**src/rtl/hazard_ctrl.sv**
```systemverilog
// Pipeline sequencing controller: per-stage stall/flush strobes, PC redirect,
// instruction-fetch refill tracking, hung-memory watchdog and perf counters.
module hazard_ctrl #(
  parameter int FETCH_LAT   = 2,
  parameter int MEM_TIMEOUT = 1024
) (
  input  logic        clk,
  input  logic        rst,
  input  logic        no_forwarding_data,
  input  logic        mem_req_MEMP,
  input  logic        mem_ready_MEMP,
  input  logic        jump_EXB,
  input  logic        imem_ready,
  output logic [7:0]  stall,
  output logic [7:0]  flush,
  output logic        pc_redirect,
  output logic        mem_timeout,
  output logic [31:0] stall_cnt,
  output logic [31:0] redirect_cnt
);

  // state    | meaning
  // RUN      | normal flow, no outstanding refill or memory hold
  // MEM_WAIT | data memory is holding MEMP and everything younger
  // REFILL   | fetch pipe still returning wrong-path words after a redirect
  typedef enum logic [1:0] {RUN, MEM_WAIT, REFILL} state_t;

  localparam logic [3:0]  REFILL_LOAD = 4'(FETCH_LAT - 1);
  localparam logic [15:0] TIMEOUT_VAL = 16'(MEM_TIMEOUT);

  state_t      state;
  logic [3:0]  refill_cnt;
  logic [15:0] wait_cnt;
  logic [15:0] wait_inc;
  logic        timeout_q;
  logic        mem_hold;

  assign mem_hold = mem_req_MEMP && !mem_ready_MEMP;
  assign wait_inc = (wait_cnt == 16'hFFFF) ? wait_cnt : wait_cnt + 16'd1;
  assign mem_timeout = timeout_q && !rst;

  always_comb begin
    stall       = 8'h00;
    flush       = 8'h00;
    pc_redirect = 1'b0;
    if (rst) begin
      flush = 8'hFF;
    end else begin
      if (mem_hold) begin
        stall = 8'h3F;
        flush = 8'h40;
      end else if (jump_EXB) begin
        flush       = 8'h0F;
        pc_redirect = 1'b1;
      end else if (no_forwarding_data) begin
        stall = 8'h07;
        flush = 8'h08;
      end else if (!imem_ready) begin
        stall = 8'h01;
        flush = 8'h02;
      end
      // Wrong-path words still in flight from instruction memory are discarded.
      if (state == REFILL) flush[1] = 1'b1;
    end
  end

  always_ff @(posedge clk) begin
    if (rst) begin
      state        <= RUN;
      refill_cnt   <= 4'd0;
      wait_cnt     <= 16'd0;
      timeout_q    <= 1'b0;
      stall_cnt    <= 32'd0;
      redirect_cnt <= 32'd0;
    end else begin
      if (|stall)      stall_cnt    <= stall_cnt + 32'd1;
      if (pc_redirect) redirect_cnt <= redirect_cnt + 32'd1;

      case (state)
        RUN: begin
          if (mem_hold) begin
            state    <= MEM_WAIT;
            wait_cnt <= 16'd1;
          end else if (jump_EXB && FETCH_LAT > 1) begin
            state      <= REFILL;
            refill_cnt <= REFILL_LOAD;
          end
        end
        MEM_WAIT: begin
          if (mem_hold) begin
            wait_cnt <= wait_inc;
            if (wait_inc == TIMEOUT_VAL) timeout_q <= 1'b1;
          end else if (jump_EXB) begin
            refill_cnt <= REFILL_LOAD;
            state      <= (FETCH_LAT > 1) ? REFILL : RUN;
          end else if (refill_cnt != 4'd0) begin
            state <= REFILL;
          end else begin
            state <= RUN;
          end
        end
        REFILL: begin
          // A hold freezes refill_cnt so the refill resumes afterwards.
          if (mem_hold) begin
            state    <= MEM_WAIT;
            wait_cnt <= 16'd1;
          end else if (jump_EXB) begin
            refill_cnt <= REFILL_LOAD;
            state      <= (FETCH_LAT > 1) ? REFILL : RUN;
          end else begin
            refill_cnt <= refill_cnt - 4'd1;
            if (refill_cnt <= 4'd1) state <= RUN;
          end
        end
        default: state <= RUN;
      endcase
    end
  end

endmodule

```
**config.mk**
```make
export PLATFORM = sky130hd
export DESIGN_NAME = hazard_ctrl
export DESIGN_NICKNAME = d
export VERILOG_FILES = /design/src/rtl/hazard_ctrl.sv
export SDC_FILE = /design/constraint.sdc
export NUM_CORES = 1
export LEC_CHECK = 0
export ABC_AREA = 1
export CORE_MARGIN = 4
export CORE_UTILIZATION = 65
export DETAILED_ROUTE_END_ITERATION = 16
export DONT_BUFFER_PORTS = 1
export GPL_ROUTABILITY_DRIVEN = 0
export PLACE_DENSITY = 0.84
export SLEW_MARGIN = 20
export SYNTH_ARGS = -nofsm -noshare
export SYNTH_HDL_FRONTEND = slang
export SYNTH_SLANG_ARGS = --single-unit
```
**constraint.sdc**
```tcl
create_clock -name clk -period 5.1 [get_ports clk]
set_input_delay 1.275 -clock clk [delete_from_list [all_inputs] [get_ports clk]]
set_output_delay 1.275 -clock clk [all_outputs]
set_load 0.005 [all_outputs]
```
==> out/metrics.yaml <==
hold_viol_final: 0
dp_slack_ns: 1.30
r2r_end: "timeout_q"
post-route-util: 0.707
max_stage_delay_ns: 0.56
synth_mux_area_frac: 0
yosys.area_share.simple: 0.414
die_h_um: 98
io_pins: 89
rsz0062_at_grt: "false"
synthesis.area_um2: 5270
required_ns: 3.83
grt_overflow: 0
peakVddDrop_mv: 0.176
num_rows: 32
portBuffers: 0
core-area_um2: 7810
clkTransAtPathRegs_ns: 0.09
p_leak_nw: 2.01
num_vias: 5267
whs_path_depth: 2
drive_above_1_share: 0.0619
antennaDiodeCount: 0
r2r-start: "wait_cnt[0]"
fin_crit_sh: 0.750
wl_um: 13400
antenna_found_initial: 0
synth-seq-cells: 87
min_from: "timeout_q"
worstMarginPinSlew_ns: 0.711
setup-violations-final: 0
clk_latency_ns: 0.36
syn_to_final_growth_pct: 4.85
postCtsHoldBufs: 0
cts_setup_buffers: 0
slowest_stage: "inv_2"
crit_arrival_ns: 2.55
drt-initial-drc-count: 295
numClockSinks: 87
grt_pass1_wl_um: 22800
drc: 0
hold_end: "timeout_q"
crit_fanout: 26
end_kind: "output port"
cts_resized: 0
min_path_type: "reg -> reg"
seq_area_um2: 1740
synth_top_family_by_area: "simple AND/OR/NAND/NOR gates"
startpoint_type: "input pin"
dieArea_um2: 9600
status: "completed"
synth_xor_area_frac: 0.0466
fmax_mhz: 261
nNetsFinal: 831
synthCells: 832
power.total_mw: 1.40
cts_max_level: 3
fin_tns_setup_ns: 0
dp_hpwl_um: 9870
synth_compound_area_frac: 0.105
wl_per_cell_um: 14.5
fp.dieW_um: 98
cellPowerDensity_nw_per_um2: 253
start_util: 0.674
fin_crit_ns: 3.82
cts_buffers: 9
first_global_vias: 5101
worst_path_most_repeated_cell: "nand2_1"
cap_violations: 0
crit_chain: "inv_1 -> nand2_4 -> nand2_1 -> nand2_1 -> inv_2"
criticalPathCategory: "in -> out"
slew_viol_final: 0
clockBufferDepth: 2
ys_warn_count: 0
drtPass1Iterations: 7
num-fill-cells: 706
cts_root_buf: "clkbuf_8"
drt-vias-per-instance: 5.69
netlist-cell-type-count: 37
rrSetupSlack_ns: 3.08
rr_worst_depth: 10
gr-usage-all-layers: 0.280
skew_ns: 0.00687
seq_area_frac_synth: 0.331
slew_headroom: 0.525
grt_max_degree: 59
ant_nets: 0
worst_slack_ns: 1.28
cts_tree: "built"
synth_fa_ha_area_frac: 0.0119
avgSynthCellArea_um2: 6.33
multi_input_area_um2: 3050
cells in the final DEF, fill, tap and decap left out, types with 2 or more instances in the layout:
cell / instances
dfxtp_1: 87
a21oi_1: 62
bufinv_16: 4
a31oi_1: 6
nor3_1: 29
and3_1: 4
xnor2_1: 7
inv_1: 83
o21a_1: 2
nand3_1: 40
nor2_4: 7
o21ai_0: 31
nor2_2: 6
nand4_1: 18
nand2_4: 5
clkbuf_8: 9
nand3_2: 2
clkinvlp_4: 2
nor2_1: 120
nand3b_1: 3
xor2_1: 21
nand2_1: 248
ha_1: 5
inv_2: 4
conb_1: 2
nor3_2: 3
nand2_2: 4
registers in the layout (all words and copies together) (netlist names):
name / flops
refill_cnt: 4
state: 2
redirect_cnt: 32
stall_cnt: 32
timeout_q: 1
wait_cnt: 16
logic make-up after synthesis:
kind of cell | count (synthesis)
and+or+nand+nor | 492
buffers and inverters | 113
AOI/OAI and AO/OA | 106
DFF | 87
xor gates and xnor gates | 28
adders and majority gates | 5
other | 1
worst max-delay path by stage:
stage              startpoint       end  slack (ns)  depth (start not counted)
6_report       mem_ready_MEMP  stall[0]        1.28                          5
5_1_grt        mem_ready_MEMP  stall[0]        1.11                          5
4_1_cts        mem_ready_MEMP  stall[0]        1.30                          5
3_5_place_dp   mem_ready_MEMP  stall[0]        1.30                          5
3_3_place_gp   mem_ready_MEMP  stall[0]        1.35                          5
2_1_floorplan             rst  stall[2]        1.85                          5
layer usage:
layer	up-vias	routed length, um	global-route usage
met3	41	1290	0.0907
met1	2385	5330	0.330
li1	2627	-	-
met4	0	385	0.133
met2	214	6430	0.460
met5	-	0	0
layout make-up:
| class | count | area share |
|---|---|---|
| Multi-Input combinational cell | 633 | 0.552 |
| Sequential cell | 87 | 0.316 |
| Inverter | 87 | 0.0592 |
| Clock inverter | 7 | 0.0261 |
| Tap cell | 102 | 0.0231 |
| Clock buffer | 9 | 0.0224 |
| Timing Repair Buffer | 1 | 0.00136 |
cell usage after synthesis:
cell | n | area [um^2]
buf_6 | 1 | 11.3
conb_1 | 1 | 3.75
nand4_2 | 1 | 12.5
o21a_1 | 2 | 15.0
o21ai_1 | 1 | 5.00
nor3_1 | 29 | 145
nor2_1 | 121 | 454
o31ai_1 | 1 | 7.51
xnor2_1 | 7 | 61.3
inv_2 | 4 | 15.0
nand2_1 | 248 | 931
and3_1 | 4 | 25.0
nor3_4 | 1 | 16.3
nor2_2 | 5 | 31.3
o21bai_1 | 1 | 7.51
clkbuf_1 | 7 | 26.3
buf_1 | 1 | 3.75
buf_4 | 11 | 82.6
nand2_4 | 5 | 56.3
a21oi_1 | 62 | 310
buf_2 | 6 | 30.0
nand3_4 | 1 | 17.5
nand3_1 | 40 | 200
nand3_2 | 2 | 20.0
xor2_1 | 21 | 184
dfxtp_1 | 87 | 1740
a31oi_1 | 6 | 37.5
a211oi_1 | 1 | 7.51
nand3b_1 | 3 | 22.5
o21ai_0 | 31 | 155
nor2_4 | 7 | 78.8
nand4_1 | 18 | 113
ha_1 | 5 | 62.6
o211ai_1 | 1 | 7.51
nor3_2 | 3 | 30.0
inv_1 | 83 | 312
nand2_2 | 4 | 25.0
metrics by stage:
stage	hold WS, ns	cell area, um^2	std cells
final	0.464	5520	926
after global routing	0.501	5520	926
after CTS	0.470	5520	926
after detailed placement	0.447	5250	910
after global placement	0.442	5250	910
after floorplan	0.421	5270	833
power by group:
part           internal, mW  switching [mW]
logic                0.0182          0.0467
registers             0.686          0.0120
clock network         0.376           0.259
critical path: cells and delay by family:
family                 cells  cell delay, ns
buffers and inverters      2            0.64
and+or+nand+nor            3            0.62
No activity file was read; power rests on OpenSTA's default activity.
